**src/rtl/stc_pkg.sv**
```systemverilog
// Shared types for the space-time computing blocks: edge-encoding modes and
// the idle line level each mode implies.
package stc_pkg;

    typedef enum logic [1:0] {
        EDGE_RISING  = 2'd0,
        EDGE_FALLING = 2'd1,
        EDGE_PULSE   = 2'd2
    } edge_mode_e;

    // Level a lane sits at when it carries no event (infinity or tick 0).
    function automatic logic idle_level(input edge_mode_e mode);
        return (mode == EDGE_FALLING);
    endfunction

endpackage

```
**src/rtl/lane_shaper.sv**
```systemverilog
// One temporal lane: turns an active value plus the upcoming tick into a
// registered, glitch-free race-logic line.
module lane_shaper
    import stc_pkg::*;
#(
    parameter int unsigned GAMMA_CYCLE_WIDTH = 16,
    parameter int unsigned PULSE_WIDTH       = 8,
    parameter edge_mode_e  EDGE_MODE         = EDGE_RISING,
    localparam int unsigned VAL_W            = $clog2(GAMMA_CYCLE_WIDTH)
) (
    input  logic             clk,
    input  logic             rst,
    input  logic [VAL_W-1:0] tick_next,
    input  logic [VAL_W-1:0] val,
    input  logic             inf,
    output logic             lane_out
);

    logic lane_d, lane_q;
    logic started;
    logic in_window;

    // Evaluated against the next tick so the flop output lines up with tick.
    // Tick 0 never satisfies started because events fire at v+1 >= 1.
    always_comb begin
        started   = 1'b0;
        in_window = 1'b0;
        if (!inf) begin
            started   = (32'(tick_next) >= 32'(val) + 32'd1);
            in_window = started && (32'(tick_next) <= 32'(val) + PULSE_WIDTH);
        end
        lane_d = idle_level(EDGE_MODE);
        unique case (EDGE_MODE)
            EDGE_RISING:  lane_d = started;
            EDGE_FALLING: lane_d = !started;
            EDGE_PULSE:   lane_d = in_window;
            default:      lane_d = idle_level(EDGE_MODE);
        endcase
    end

    always_ff @(posedge clk or posedge rst) begin
        if (rst) begin
            lane_q <= idle_level(EDGE_MODE);
        end else begin
            lane_q <= lane_d;
        end
    end

    assign lane_out = lane_q;

endmodule

```
**src/rtl/temporal_encoder.sv**
```systemverilog
// Binary-to-race-logic transmitter: double-buffered lane values are replayed
// as edge-timed spikes once per gamma cycle, with a gamma-start set pulse.
module temporal_encoder
    import stc_pkg::*;
#(
    parameter int unsigned NUM_LANES         = 2,
    parameter int unsigned GAMMA_CYCLE_WIDTH = 16,
    parameter int unsigned PULSE_WIDTH       = 8,
    parameter int unsigned EDGE_MODE         = 0,
    localparam int unsigned VAL_W            = $clog2(GAMMA_CYCLE_WIDTH)
) (
    input  logic                       clk,
    input  logic                       rst,
    input  logic                       in_valid,
    output logic                       in_ready,
    input  logic [NUM_LANES*VAL_W-1:0] in_val,
    input  logic [NUM_LANES-1:0]       in_inf,
    output logic                       set,
    output logic [VAL_W-1:0]           tick,
    output logic                       gamma_valid,
    output logic [NUM_LANES-1:0]       lane_out
);

    localparam logic [VAL_W-1:0] TickLast = VAL_W'(GAMMA_CYCLE_WIDTH - 1);
    localparam edge_mode_e       Mode     = edge_mode_e'(EDGE_MODE[1:0]);

    logic [VAL_W-1:0]           tick_d, tick_q;
    logic                       set_d, set_q;
    logic                       gv_d, gv_q;
    logic                       rdy_d, rdy_q;
    logic                       shadow_full_d, shadow_full_q;
    logic [NUM_LANES*VAL_W-1:0] shadow_val_d, shadow_val_q;
    logic [NUM_LANES-1:0]       shadow_inf_d, shadow_inf_q;
    logic [NUM_LANES*VAL_W-1:0] act_val_d, act_val_q;
    logic [NUM_LANES-1:0]       act_inf_d, act_inf_q;

    logic                       wrap;
    logic                       hs;
    logic [NUM_LANES-1:0]       in_inf_n;

    // Values that would fire at tick G or later are stored as infinity.
    always_comb begin
        in_inf_n = '0;
        for (int i = 0; i < int'(NUM_LANES); i++) begin
            in_inf_n[i] = in_inf[i] || (in_val[i*VAL_W +: VAL_W] >= TickLast);
        end
    end

    always_comb begin
        wrap          = (tick_q == TickLast);
        hs            = in_valid && rdy_q;
        tick_d        = wrap ? '0 : tick_q + 1'b1;
        set_d         = wrap;
        gv_d          = gv_q;
        shadow_full_d = shadow_full_q;
        shadow_val_d  = shadow_val_q;
        shadow_inf_d  = shadow_inf_q;
        act_val_d     = act_val_q;
        act_inf_d     = act_inf_q;

        if (wrap) begin
            if (shadow_full_q) begin
                act_val_d     = shadow_val_q;
                act_inf_d     = shadow_inf_q;
                gv_d          = 1'b1;
                shadow_full_d = hs;
                if (hs) begin
                    shadow_val_d = in_val;
                    shadow_inf_d = in_inf_n;
                end
            end else if (hs) begin
                act_val_d = in_val;
                act_inf_d = in_inf_n;
                gv_d      = 1'b1;
            end else begin
                act_val_d = '0;
                act_inf_d = '1;
                gv_d      = 1'b0;
            end
        end else if (hs) begin
            shadow_val_d  = in_val;
            shadow_inf_d  = in_inf_n;
            shadow_full_d = 1'b1;
        end

        // Registered form of !shadow_full || tick == G-1 for the coming cycle.
        rdy_d = !shadow_full_d || (tick_d == TickLast);
    end

    always_ff @(posedge clk or posedge rst) begin
        if (rst) begin
            tick_q        <= TickLast;
            set_q         <= 1'b0;
            gv_q          <= 1'b0;
            rdy_q         <= 1'b1;
            shadow_full_q <= 1'b0;
            shadow_val_q  <= '0;
            shadow_inf_q  <= '1;
            act_val_q     <= '0;
            act_inf_q     <= '1;
        end else begin
            tick_q        <= tick_d;
            set_q         <= set_d;
            gv_q          <= gv_d;
            rdy_q         <= rdy_d;
            shadow_full_q <= shadow_full_d;
            shadow_val_q  <= shadow_val_d;
            shadow_inf_q  <= shadow_inf_d;
            act_val_q     <= act_val_d;
            act_inf_q     <= act_inf_d;
        end
    end

    // Lanes see the old active set while tick_d is 0, but tick 0 is idle anyway.
    for (genvar i = 0; i < int'(NUM_LANES); i++) begin : g_lane
        lane_shaper #(
            .GAMMA_CYCLE_WIDTH(GAMMA_CYCLE_WIDTH),
            .PULSE_WIDTH      (PULSE_WIDTH),
            .EDGE_MODE        (Mode)
        ) u_lane_shaper (
            .clk      (clk),
            .rst      (rst),
            .tick_next(tick_d),
            .val      (act_val_q[i*VAL_W +: VAL_W]),
            .inf      (act_inf_q[i]),
            .lane_out (lane_out[i])
        );
    end

    assign in_ready    = rdy_q;
    assign set         = set_q;
    assign tick        = tick_q;
    assign gamma_valid = gv_q;

endmodule

```
**config.mk**
```make
export PLATFORM = sky130hd
export DESIGN_NAME = temporal_encoder
export DESIGN_NICKNAME = d
export VERILOG_FILES = /design/src/rtl/stc_pkg.sv /design/src/rtl/lane_shaper.sv /design/src/rtl/temporal_encoder.sv
export SDC_FILE = /design/constraint.sdc
export NUM_CORES = 1
export LEC_CHECK = 0
export CAP_MARGIN = 20
export CORE_MARGIN = 4
export CORE_UTILIZATION = 57
export DETAILED_ROUTE_END_ITERATION = 6
export HOLD_SLACK_MARGIN = 0.15
export PLACE_DENSITY = 0.8
export SLEW_MARGIN = 30
export SYNTH_ARGS = -nofsm -noshare
export SYNTH_HDL_FRONTEND = slang
export SYNTH_HIERARCHICAL = 1
export SYNTH_SLANG_ARGS = --single-unit
```
**constraint.sdc**
```tcl
create_clock -name clk -period 4.26 [get_ports clk]
set_input_delay 0.639 -clock clk [delete_from_list [all_inputs] [get_ports clk]]
set_output_delay 0.639 -clock clk [all_outputs]
set_load 0.03 [all_outputs]
```
======== Word level (Yosys, flattened, before mapping) ========
Index checks and enable logic that the tools add are counted.
storage, ports and cells
  logic and storage cells ................. 44
  output and inout port bits .............. 9
  input bits .............................. 13
  register bits ........................... 30
cells by class
  magnitude comparators ................... 4
  reduce and logical (&&, ||, !) cells .... 5
  $add $sub $neg .......................... 3
  multiplexer cells ....................... 18
  equal/unequal tests ..................... 3
operators by type and width
  kind                                                                     number
  4-bit by 32-bit >= comparator with 1-bit output                          2
  8-bit 2-to-1 mux                                                         5
  4-bit by 1-bit adder with 5-bit output, second input constant            2
  2-bit 2-to-1 mux                                                         5
  4-bit equality test, second input constant                               2
  4-bit >= comparator, second input constant                               2
  1-bit 2-to-1 mux                                                         7
  4-bit by 1-bit adder with 4-bit output, second input constant            1
  4-bit 2-to-1 mux                                                         1
  1-bit logical OR                                                         3
  2-bit by 1-bit inequality test with 1-bit output, second input constant  1
  1-bit logical AND                                                        1
  1-bit zero test                                                          1

======== Depth between registers and ports, before layout ========
Gate-level depths: netlist of run 1.
  word-level depth ........................ 5
  mapped depth ............................ 10
  mapped depth without buffers ............ 9

======== Cells and area by module ========
The synthesis of run 1 kept the hierarchy.
by module, submodules not included
  module            area each (um2)  times used  seq. area each (um2)  cells an instance
  temporal_encoder  1232.4           1           711.9                 97
  lane_shaper       166.4            2           25.0                  19

======== Least setup slack after synthesis of run 1 ========
Ideal clock, no wire load.
  path type ............................... register -> register
  from .................................... register tick_q[0], in the netlist tick[0]
  to ...................................... register g_lane[0].u_lane_shaper.lane_q
  setup time .............................. 0.124 ns
  data required time ...................... 4.136 ns
  arrival time ............................ 2.033 ns
  slack ................................... 2.103 ns
  stages on the path, launching flop included .. 11
  period minus slack after synthesis ...... 2.157 ns
  buffers on the path ..................... 1
  path through ............................ dfstp_2 > ha_1 > nand3_4 > clkbuf_1 > inv_1 > nor2_1 > inv_1 > ha_1 > nor2_1 > a21oi_1 > o31a_1
between the ends
  longest elaborated chain between the ends .. 4
  elaborated cells on any way between the ends .. 5
  those cells by class .................... 1 x add/sub; 1 x order compare; 1 x eq/ne; 2 x mux
ends and longest elaborated chain
  element                                          line                     source
  start, declared                                  temporal_encoder.sv:27   logic [VAL_W-1:0] tick_d, tick_q;
  start signal, assigned                           temporal_encoder.sv:92   tick_q <= TickLast;
  start signal, assigned                           temporal_encoder.sv:102  tick_q <= tick_d;
  4-bit equality test                              temporal_encoder.sv:50   wrap = (tick_q == TickLast);
  via set_d                                        temporal_encoder.sv:28   logic set_d, set_q;
  4-bit 2-to-1 mux                                 temporal_encoder.sv:52   tick_d = wrap ? '0 : tick_q + 1'b1;
  via tick_d[0]                                    temporal_encoder.sv:27
  4-bit by 32-bit >= comparator with 1-bit output  lane_shaper.sv:29        started = (32'(tick_next) >= 32'(val) + 32'd1);
  1-bit 2-to-1 mux                                 lane_shaper.sv:28        if (!inf) begin
  via g_lane[0].u_lane_shaper.lane_d               lane_shaper.sv:19        logic lane_d, lane_q;
  end signal, assigned                             lane_shaper.sv:43        lane_q <= idle_level(EDGE_MODE);
  end signal, assigned                             lane_shaper.sv:45        lane_q <= lane_d;
  end, declared                                    lane_shaper.sv:19
The timed path passes the listed nets, and every way through them passes these cells.
A chain may end at the register's enable or synchronous reset.

======== Worst setup path in the final report of run 1 ========
  from .................................... register rdy_q, in the netlist in_ready
  to ...................................... output in_ready
RTL lines
  element                 line                     source
  start, declared         temporal_encoder.sv:30   logic rdy_d, rdy_q;
  start signal, assigned  temporal_encoder.sv:105  rdy_q <= rdy_d;
  end, declared           temporal_encoder.sv:15   output logic in_ready,
No word-level cell between the ends.

==> results.yml, run 1 <==
place:
  place.gp.congestion: 0.758
  post-dp-hpwl_um: 2200
  port_buffers: 21
  placed_cells: 181
  placed_area_um2: 1780
finish:
  fillerInstances: 201
  multiInputGateArea_um2: 719
  layoutNonFillerInstCount: 189
  register_area_um2: 762
  fraction_of_final_layout_cells_sized_beyond_drive_strength_1_pct: 19.5
  syn_to_final_growth_pct: 17.4
  post-route-cell-area_um2: 1840
  fin_nets: 183
  diodes: 0
route:
  drcViolationCount: 0
  vias: 1091
  drt_first_iter_violations: 46
  vias_per_cell: 5.77
  post_dr_wirelength_cell_um: 15.4
  detailedRoute.firstPassIterationCount: 4
  route.antenna.remaining_nets: 0
  routed_wirelength_um: 2920
pwr:
  power.density_nw_per_um2: 506
  power.leakage_uw: 0.000879
  worst_vdd_rail_ir_drop_mv: 0.347
critical_path:
  cp-end-kind: "primary output"
  required_ns: 3.62
  crit_arrival_ns: 1.66
  critical_path.slowest_cell: "clkdlybuf4s50_1"
  crit_path_cell_trace: "clkdlybuf4s50_1"
  start_kind: "register"
  startpoint: "in_ready$_DFF_PP1_"
  crit_fanout: 5
  cp.buffers_inverters: 1
  max_stage_delay_on_crit_path_ns: 0.70
  r2r-start: "tick[0]$_DFF_PP1_"
  cpLargestDelayFamily: "buffers and inverters"
  path_class: "reg2out"
global_route:
  grt_pass1_vias: 1081
  grt_usage_pct: 18.9
  grt_pass1_wl_um: 4950
  maximum_number_of_pins_on_one_net_before_global_route_repair: 29
  grt_overflow: 0
  initial_antenna_violation_count: 0
flow_run:
  maxCapViolations: 0
sta:
  final_tns_setup_ns: 0
  min_period_ns: 2.29
  max_freq_ghz: 0.436
  skew_ns: 0.0128
  setup-violations-final: 0
  final_hold_viol_count: 0
  hold_ws_ns: 0.499
  grt_setup_unrepaired: "false"
  finalMaxSlewViolations: 0
  timing.final.crit_share_pct: 53.9
  worst_pin_slew_ns: 0.568
  slew-limit-headroom_pct: 62.1
run_status:
  status: "complete, no violations"
synthesis:
  yosysWarningCount: 6
  ys_seq_elements: 30
  synth_enable_flop_cells: 0
  netlist_area_um2: 1570
  syn_nets: 160
  dominantRegCellSynth: "dfrtp_1"
  syn-mean-instance-area_um2: 11.6
  synth.yosys.seq_area_share_pct: 48.7
  synthDistinctLibCells: 27
  synth_cells: 135
  postSynth.asyncResetShare_pct: 100
floorplanning:
  rows: 18
  ioPinCount: 22
  dieArea_um2: 3650
  core-area_um2: 2540
  die-height_um: 60.4
  start_util_pct: 61.5
  floorplan_die_width_um: 60.4
clock_network:
  holdBufCountCts: 0
  cts.htree.levels: 2
  clock_insertion_delay_worst_skew_ns: 0.33
  cts-resized-gates: 0
  clock_sinks: 30
  cts-root-buf: "clkbuf_4"
  clkSlewWorstSetupHoldPaths_ns: 0.10
  cts_tree: "done"
  cts-root-to-sink-buffers: 2
  cts_setup_buffers: 0
  cts-buffers-inserted: 5
min_path:
  min_from: "act_inf_q[1]$_DFFE_PP1N_"
  min-delay-path-class: "reg2reg"
## through the flow
stage          utilization, %  power [uW]  setup slack, ns
5_1_grt                  72.2        1010             1.92
3_3_place_gp             69.9         734             2.20
3_5_place_dp             69.9         758             2.12
6_report                 72.2         930             1.97
4_1_cts                  72.2         939             1.96
2_1_floorplan               -         668             2.10
## worst reg2reg max path: stages (launching register included)
cell      delay, ns
dfstp_2        0.58
ha_1           0.27
nand3_4        0.25
o211ai_4       0.54
mux2_2         0.40
## cell usage in the layout, fill, tap and decap left out, types with 2 or more instances in the layout
cell,synthesis,final
mux2_4,8,8
a21oi_1,3,3
clkdlybuf4s50_1,0,21
xor2_1,3,3
dfstp_2,9,9
a22oi_1,8,8
nand3_1,2,2
o22ai_1,2,2
a41o_1,2,2
a311oi_2,2,2
mux2_2,2,2
dfrtp_1,21,21
a31oi_1,2,2
inv_1,13,12
ha_1,12,12
xnor2_1,2,2
nor2_1,5,5
o21ai_0,13,13
o31a_1,2,2
clkbuf_4,0,5
nand2_1,13,13
## cells in the mapped netlist (3+ instances only)
library cell / instances / share of area (%)
a21oi_1: 3 / 0.96
a22oi_1: 8 / 3.8
clkbuf_1: 4 / 0.96
dfrtp_1: 21 / 34
dfstp_2: 9 / 15
ha_1: 12 / 9.6
inv_1: 13 / 3.1
mux2_4: 8 / 7.7
nand2_1: 13 / 3.1
nor2_1: 5 / 1.2
o21ai_0: 13 / 4.2
xor2_1: 3 / 1.7
## power breakdown
group / switching (uW) / internal [uW] / total (uW) / leakage [uW]
registers: 67.6 / 372 / 439 / 0.000345
logic: 146 / 163 / 309 / 0.000499
clock network: 102 / 79.9 / 182 / 0.0000353
total: 315 / 614 / 930 / 0.000879
## worst paths after layout
check	endpoint	depth (start not counted)	slack, ns
min reg2reg	act_inf_q[1]$_DFFE_PP1N_	2	0.50
max	in_ready	1	1.97
min in group asynchronous	g_lane[0].u_lane_shaper/lane_out$_DFF_PP0_	2	0.51
min	act_inf_q[1]$_DFFE_PP1N_	2	0.50
max reg2reg	shadow_val_q[2]$_DFFE_PP0P_	4	2.13
max in group asynchronous	tick[1]$_DFF_PP1_	2	3.14
## cells by family after synthesis
| family | after synthesis | synth area share (%) |
|---|---|---|
| and+or+nand+nor | 23 | 7.12 |
| xor gates and xnor gates | 5 | 2.80 |
| muxes | 10 | 9.11 |
| adders and majority gates | 12 | 9.59 |
| DFF | 30 | 48.7 |
| buffers and inverters | 18 | 5.36 |
| AOI/OAI and AO/OA | 37 | 17.3 |
## flip-flops by register name (all words and copies together) (netlist names)
signal	flops
act_inf_q	2
shadow_val_q	8
in_ready	1
tick	4
shadow_full_q	1
act_val_q	8
shadow_inf_q	2
g_lane.u_lane_shaper/lane_out	2
gamma_valid	1
set	1
## final cells by class
| class | count | area share, % |
|---|---|---|
| inverter | 13 | 2.65 |
| clock buffer | 7 | 3.00 |
| multi-input combinational | 87 | 39.1 |
| timing repair buffer | 21 | 11.4 |
| tap | 30 | 2.04 |
| clock inverter | 1 | 0.272 |
| sequential | 30 | 41.5 |
## metal layers
metal / GRT usage (%) / wire length, um / vias to the layer above
li1: - / - / 524
met1: 23.6 / 1300 / 530
met2: 31.0 / 1400 / 31
met3: 5.74 / 161 / 6
met4: 7.28 / 51 / 0
met5: 0 / 0 / -
No activity file was read; power rests on OpenSTA's default activity.
==> run 2: changes to the inputs <==
--- a/config.mk
+++ b/config.mk
@@ -7,10 +7,10 @@
 export LEC_CHECK = 0
 export CAP_MARGIN = 20
 export CORE_MARGIN = 4
-export CORE_UTILIZATION = 57
+export CORE_UTILIZATION = 48
 export DETAILED_ROUTE_END_ITERATION = 6
 export HOLD_SLACK_MARGIN = 0.15
-export PLACE_DENSITY = 0.8
+export PLACE_DENSITY = 0.71
 export SLEW_MARGIN = 30
 export SYNTH_ARGS = -nofsm -noshare
 export SYNTH_HDL_FRONTEND = slang
==> constraint.sdc (replaced) <==
create_clock -name clk -period 1.9 [get_ports clk]
set_input_delay 0.285 -clock clk [delete_from_list [all_inputs] [get_ports clk]]
set_output_delay 0.285 -clock clk [all_outputs]
set_load 0.03 [all_outputs]
==> run 2 against run 1 <==
  * Sequential share of layout area decreased by 2.1 points
  * Via count fell by 1.0%
  * Critical endpoint is now g_lane[0].u_lane_shaper/lane_out$_DFF_PP0_
  * Largest cell class unchanged
  * Combinational power increased by 140%
  * Setup slack lost 1.9 ns
  * Count of clock-buffer cells in the layout is 1 higher
==> results.yml, run 2 (same netlist as run 1, synthesis figures left out) <==
critical_path:
  crit_fanout: 6
  crit_arrival_ns: 2.13
  worst-r2r-setup-slack_ns: 0.03
  cpLargestDelayFamily: "flip-flops"
  max_stage_delay_on_crit_path_ns: 0.61
  r2r-start: "tick[0]$_DFF_PP1_"
  rr_worst_depth: 8
  path_class: "reg2reg"
  cp-end-kind: "register"
  startpoint: "tick[0]$_DFF_PP1_"
  required_ns: 2.16
  crit_path_cell_trace: "ha_4 -> a21o_1 -> a31oi_1 -> buf_4 -> ha_1 -> nor2_1 -> a311oi_2 -> o31a_1"
  critical_path.slowest_cell: "dfstp_2"
  start_kind: "register"
  timing.critical_path.depth: 8
  crit-reg2reg-capture: "g_lane[0].u_lane_shaper/lane_out$_DFF_PP0_"
  endpoint: "g_lane[0].u_lane_shaper/lane_out$_DFF_PP0_"
  cp.buffers_inverters: 1
sta:
  finalMaxSlewViolations: 0
  setup-violations-final: 0
  timing.final.crit_share_pct: 98.2
  skew_ns: 0.00796
  max_freq_ghz: 0.536
  grt_setup_unrepaired: "true"
  final_hold_viol_count: 0
  min_period_ns: 1.87
  final_tns_setup_ns: 0
  slew-limit-headroom_pct: 66.8
  worst_pin_slew_ns: 0.498
finish:
  fillerInstances: 269
  multiInputGateArea_um2: 746
  fin_nets: 190
  fraction_of_final_layout_cells_sized_beyond_drive_strength_1_pct: 23.5
  most_common_cell_after_layout_fill_and_taps_aside: "dfrtp_1"
  layoutNonFillerInstCount: 210
  syn_to_final_growth_pct: 23.7
  diodes: 0
  most-common-layout-cells: "21 x dfrtp_1, 16 x clkdlybuf4s50_1, 13 x nand2_1"
  register_area_um2: 762
route:
  detailedRoute.firstPassIterationCount: 4
  post_dr_wirelength_cell_um: 14.0
  routed_wirelength_um: 2940
  drcViolationCount: 0
  drt_first_iter_violations: 52
  route.antenna.remaining_nets: 0
  vias: 1080
  vias_per_cell: 5.14
min_path:
  min-delay-path-class: "reg2reg"
clock_network:
  clock_sinks: 30
  cts.htree.levels: 2
  cts_tree: "done"
  clkSlewWorstSetupHoldPaths_ns: 0.09
  cts-root-to-sink-buffers: 2
  cts-root-buf: "clkbuf_4"
  clock_insertion_delay_worst_skew_ns: 0.32
  cts-buffers-inserted: 5
global_route:
  gr-max-usage-layer: "met2"
  met3_track_demand_over_resource_pct: 5.98
  grt_pass1_wl_um: 5150
  global_route.usage.met2_pct: 28.0
  grt_overflow: 0
  grt_pass1_vias: 1152
  met1_usage_pct: 18.8
  maximum_number_of_pins_on_one_net_before_global_route_repair: 29
  initial_antenna_violation_count: 0
  grt_usage_pct: 16.2
place:
  port_buffers: 21
  placed_cells: 200
  post-dp-hpwl_um: 2120
  place.gp.congestion: 0.732
floorplanning:
  start_util_pct: 50.9
  rows: 20
  ioPinCount: 22
  die-height_um: 65.1
  core-area_um2: 3080
  dieArea_um2: 4240
  floorplan_die_width_um: 65.1
run_status:
  status: "complete, no violations"
pwr:
  power.density_nw_per_um2: 1070
  power.leakage_uw: 0.000936
  worst_vdd_rail_ir_drop_mv: 0.571
flow_run:
  maxCapViolations: 0
run 2: repair_timing:
action	in CTS	in global routing
hold endpoints to repair	2	0
setup buffers	0	1
endpoints found under the setup margin	4	3
gates cloned	0	0
resized for setup	4	5
hold buffers	1	0
run 2: layer usage:
metal	part of all wire [%]	vias up	wire length, um
met2	49	26	1440
met1	45	515	1310
met5	0	-	0
met3	5.9	2	174
met4	0.54	0	16
li1	-	537	-
run 2: worst register-to-register path: stages, from the launching register on:
cell and delay [ns]:
dfstp_2 0.61, ha_4 0.19, a21o_1 0.10, a31oi_1 0.08
buf_4 0.16, ha_1 0.27, nor2_1 0.04, a311oi_2 0.18
o31a_1 0.17
run 2: through the flow:
stage	hold slack (ns)	total power [uW]	util (%)	cell area [um2]	setup slack, ns
after floorplan	0.0137	1500	-	1590	-0.0794
after global placement	0.469	1660	60.4	1860	0.0791
after detailed placement	0.477	1710	60.4	1860	0.0446
after CTS	0.502	2070	62.2	1910	0.00960
after global routing	0.529	2260	62.9	1940	-0.0373
final	0.494	2070	62.9	1940	0.0350
run 2: cell type report:
| cell class | instances | share of cell area, % |
|---|---|---|
| clock buffer | 8 | 2.52 |
| timing repair buffer | 28 | 14.2 |
| inverter | 13 | 2.52 |
| tap | 44 | 2.84 |
| multi-input combinational | 87 | 38.5 |
| sequential | 30 | 39.4 |
run 2: power by group:
group | leakage, uW | internal (uW) | switching (uW)
sequential | 0.000345 | 833 | 151
clock | 0.0000265 | 147 | 203
combinational | 0.000565 | 395 | 343
run 2: worst min-delay path by stage:
stage                                                  to  depth (start not counted)  slack, ns                     from
4_1_cts                           gamma_valid$_DFFE_PP0N_                          2       0.50  gamma_valid$_DFFE_PP0N_
6_report                          gamma_valid$_DFFE_PP0N_                          2       0.49  gamma_valid$_DFFE_PP0N_
2_1_floorplan  g_lane[0].u_lane_shaper/lane_out$_DFF_PP0_                          1       0.01                      rst
3_3_place_gp                      gamma_valid$_DFFE_PP0N_                          2       0.47  gamma_valid$_DFFE_PP0N_
5_1_grt                           gamma_valid$_DFFE_PP0N_                          2       0.53  gamma_valid$_DFFE_PP0N_
3_5_place_dp   g_lane[1].u_lane_shaper/lane_out$_DFF_PP0_                          2       0.48                      rst
==> run 3: changes to the inputs <==
--- a/config.mk
+++ b/config.mk
@@ -5,12 +5,13 @@
 export SDC_FILE = /design/constraint.sdc
 export NUM_CORES = 1
 export LEC_CHECK = 0
+export ABC_AREA = 1
 export CAP_MARGIN = 20
 export CORE_MARGIN = 4
-export CORE_UTILIZATION = 48
+export CORE_UTILIZATION = 49
 export DETAILED_ROUTE_END_ITERATION = 6
 export HOLD_SLACK_MARGIN = 0.15
-export PLACE_DENSITY = 0.71
+export PLACE_DENSITY = 0.72
 export SLEW_MARGIN = 30
 export SYNTH_ARGS = -nofsm -noshare
 export SYNTH_HDL_FRONTEND = slang
==> run 3 against run 2 <==
  * Combinational power about the same
  * Sequential power shrank 4.4%
  * Clock skew decreased by 0.0029 ns
  * Synthesized area up 5.7%
  * Critical path depth down 7
  * Global-route usage rose by 1.2 points
  * Utilization is 1.1 points higher
  * Wire length rose by 11%
  * Flip-flop and latch count is the same
  * Register-to-register slack improved by 0.08 ns
  * Fmax grew 2.5%
  * Cell count is 31% higher
  * Critical endpoint is now in_ready
  * Largest cell class is now multi-input combinational cells
  * Highest routed layer unchanged
==> results.yml, run 3 <==
sta:
  timing.final.crit_share_pct: 95.8
  final_hold_viol_count: 0
  skew_ns: 0.00506
  grt_setup_unrepaired: "false"
  worst_pin_slew_ns: 0.375
  slew-limit-headroom_pct: 74.9
  final_tns_setup_ns: 0
  hold_ws_ns: 0.476
  setup-violations-final: 0
  finalMaxSlewViolations: 0
  min_period_ns: 1.82
  max_freq_ghz: 0.549
clock_network:
  cts-root-buf: "clkbuf_4"
  clock_sinks: 30
  cts-root-to-sink-buffers: 2
  cts.htree.levels: 2
  cts_tree: "done"
  clock_insertion_delay_worst_skew_ns: 0.33
  cts-buffers-inserted: 5
  clkSlewWorstSetupHoldPaths_ns: 0.09
synthesis:
  synth_top_cells_by_area: "dfrtp_1 32%, nand2_1 15%, dfstp_2 14%, ha_1 9.1%, inv_1 8.2%"
  yosys.area.top_type: "dfrtp_1"
  synth_compound_area_share_pct: 11.4
  netlist_area_um2: 1650
  yosys-top-cells-count: "67 x nand2_1, 36 x inv_1, 21 x dfrtp_1"
  synthMuxAreaShare_pct: 0
  synthDistinctLibCells: 23
  syn-mean-instance-area_um2: 8.15
  ys_seq_elements: 30
  post-synth-top-count-cell: "nand2_1"
  synth_enable_flop_cells: 0
  synth.yosys.seq_area_share_pct: 46.1
  synth_cells: 203
  yosysWarningCount: 6
  dominantRegCellSynth: "dfrtp_1"
  synth_simple_gate_area_share_pct: 21.1
  syn_nets: 228
  postSynth.asyncResetShare_pct: 100
  combinational_family_with_the_most_area_after_synthesis: "simple AND/OR/NAND/NOR gates"
  synthXorXnorAreaFrac_pct: 2.65
  netlist.area_leader.share_pct: 31.8
  synth-adder-area-share_pct: 9.08
pwr:
  power.net_switching_uw: 736
  cellInternalPower_uw: 1340
  relative_contribution_of_combinational_cells_to_total_power_pct: 35.6
  power_share_of_the_sequential_group_pct: 45.3
  power.leakage_uw: 0.00106
  share_clk_of_total_power_pct: 19.1
  power.density_nw_per_um2: 1030
  worst_vdd_rail_ir_drop_mv: 0.586
  power_switching_share_pct: 35.5
  total_power_uw: 2070
global_route:
  grt_pass1_vias: 1355
  grt_overflow: 0
  maximum_number_of_pins_on_one_net_before_global_route_repair: 29
  initial_antenna_violation_count: 0
  grt_pass1_wl_um: 5730
  grt_usage_pct: 17.4
route:
  routed_wirelength_um: 3260
  vias: 1346
  post_dr_wirelength_cell_um: 11.8
  drcViolationCount: 0
  detailedRoute.firstPassIterationCount: 4
  drt_first_iter_violations: 30
  vias_per_cell: 4.88
  route.antenna.remaining_nets: 0
critical_path:
  crit-reg2reg-capture: "g_lane[0].u_lane_shaper/lane_out$_DFF_PP0_"
  cp.buffers_inverters: 1
  max_stage_delay_on_crit_path_ns: 0.67
  required_ns: 1.62
  crit_path_cell_trace: "clkdlybuf4s50_1"
  cpLargestDelayFamily: "buffers and inverters"
  worst-r2r-setup-slack_ns: 0.11
  cp-end-kind: "primary output"
  critical_path.slowest_cell: "clkdlybuf4s50_1"
  rr_worst_depth: 10
  crit_arrival_ns: 1.53
  path_class: "reg2out"
  r2r-start: "tick[0]$_DFF_PP1_"
  start_kind: "register"
  crit_fanout: 2
min_path:
  min_from: "shadow_inf_q[0]$_DFFE_PP1P_"
  min_delay_worst_endpoint: "shadow_inf_q[0]$_DFFE_PP1P_"
  min-delay-path-class: "reg2reg"
  holdPathStages: 2
floorplanning:
  dieArea_um2: 4370
  floorplan_die_width_um: 66.1
  ioPinCount: 22
  start_util_pct: 52.5
  core-area_um2: 3150
  rows: 20
  die-height_um: 66.1
finish:
  fin_nets: 256
  fillerInstances: 303
  post-route-cell-area_um2: 2020
  fraction_of_final_layout_cells_sized_beyond_drive_strength_1_pct: 12.9
  most-common-layout-cells: "67 x nand2_1, 36 x inv_1, 21 x dfrtp_1"
  syn_to_final_growth_pct: 21.9
  finish.utilization_pct: 64.0
  diodes: 0
  most_common_cell_after_layout_fill_and_taps_aside: "nand2_1"
flow_run:
  maxCapViolations: 0
place:
  port_buffers: 21
  placed_area_um2: 1920
  post-dp-hpwl_um: 2420
  place.gp.congestion: 0.774
run_status:
  status: "complete, no violations"
==> run 3: cell count changes in the layout (fill, tap and decap cells not counted), moves of 3 or more <==
cell      previous run  this run
a21boi_0             0         3
a22oi_1              8         0
inv_1               12        36
mux2_4               8         0
nand2_1             13        67
nor2_1               4        10
o211ai_1             0         4
o21ai_0             11        15
==> run 3: layout make-up <==
type	count	area [um2]	area share (%)
Tap cell	44	55.1	2.73
Timing Repair Buffer	25	241	12.0
Inverter	36	135	6.70
Clock buffer	7	55.1	2.73
Sequential cell	30	762	37.8
Multi-Input combinational cell	133	763	37.8
Clock inverter	1	5.00	0.248
==> run 3: per-stage QoR <==
stage | worst slack (ns) | cells
floorplan | 0.00626 | 203
global placement | 0.146 | 266
detailed placement | 0.0441 | 266
CTS | 0.00494 | 275
global route | 0.00943 | 276
finish | 0.0801 | 276
==> run 3: routing by layer <==
layer  global-route usage [%]  part of all wire [%]
met4                     6.85                   2.4
met3                     6.12                   5.3
met2                     29.7                    49
met1                     19.6                    43
met5                        0                     0
==> run 3: kinds of logic after synthesis <==
family,after synthesis
AOI/OAI and AO/OA,30
xor gates and xnor gates,5
adders and majority gates,12
buffers and inverters,40
DFF,30
and+or+nand+nor,86
==> run 3: power by group through the flow <==
| stage | registers [uW] | logic [uW] | clock network [uW] |
|---|---|---|---|
| 2_1_floorplan | 948 | 551 | 0 |
| 3_3_place_gp | 947 | 692 | 0 |
| 3_5_place_dp | 951 | 738 | 0 |
| 4_1_cts | 941 | 744 | 419 |
| 5_1_grt | 966 | 876 | 441 |
| 6_report | 941 | 738 | 396 |
==> run 3: worst max-delay path by stage <==
| stage | cells past startpoint | slack [ns] | from | end |
|---|---|---|---|---|
| finish | 1 | 0.08 | in_ready$_DFF_PP1_ | in_ready |
| global route | 10 | 0.009 | tick[0]$_DFF_PP1_ | g_lane[1].u_lane_shaper/lane_out$_DFF_PP0_ |
| CTS | 1 | 0.005 | tick[3]$_DFF_PP1_ | tick[3] |
| detailed placement | 9 | 0.04 | tick[0]$_DFF_PP1_ | g_lane[0].u_lane_shaper/lane_out$_DFF_PP0_ |
| global placement | 9 | 0.15 | tick[0]$_DFF_PP1_ | g_lane[1].u_lane_shaper/lane_out$_DFF_PP0_ |
| floorplan | 13 | 0.006 | tick[0]$_DFF_PP1_ | g_lane[0].u_lane_shaper/lane_out$_DFF_PP0_ |
==> run 3: what timing repair did <==
| item | CTS | global route |
|---|---|---|
| hold buffers | 1 | 0 |
| endpoints found under the setup margin | 3 | 3 |
| pin swaps | 0 | 1 |
| gates resized for setup | 3 | 5 |
| endpoints found under the hold margin | 2 | 0 |
| setup buffers | 0 | 1 |
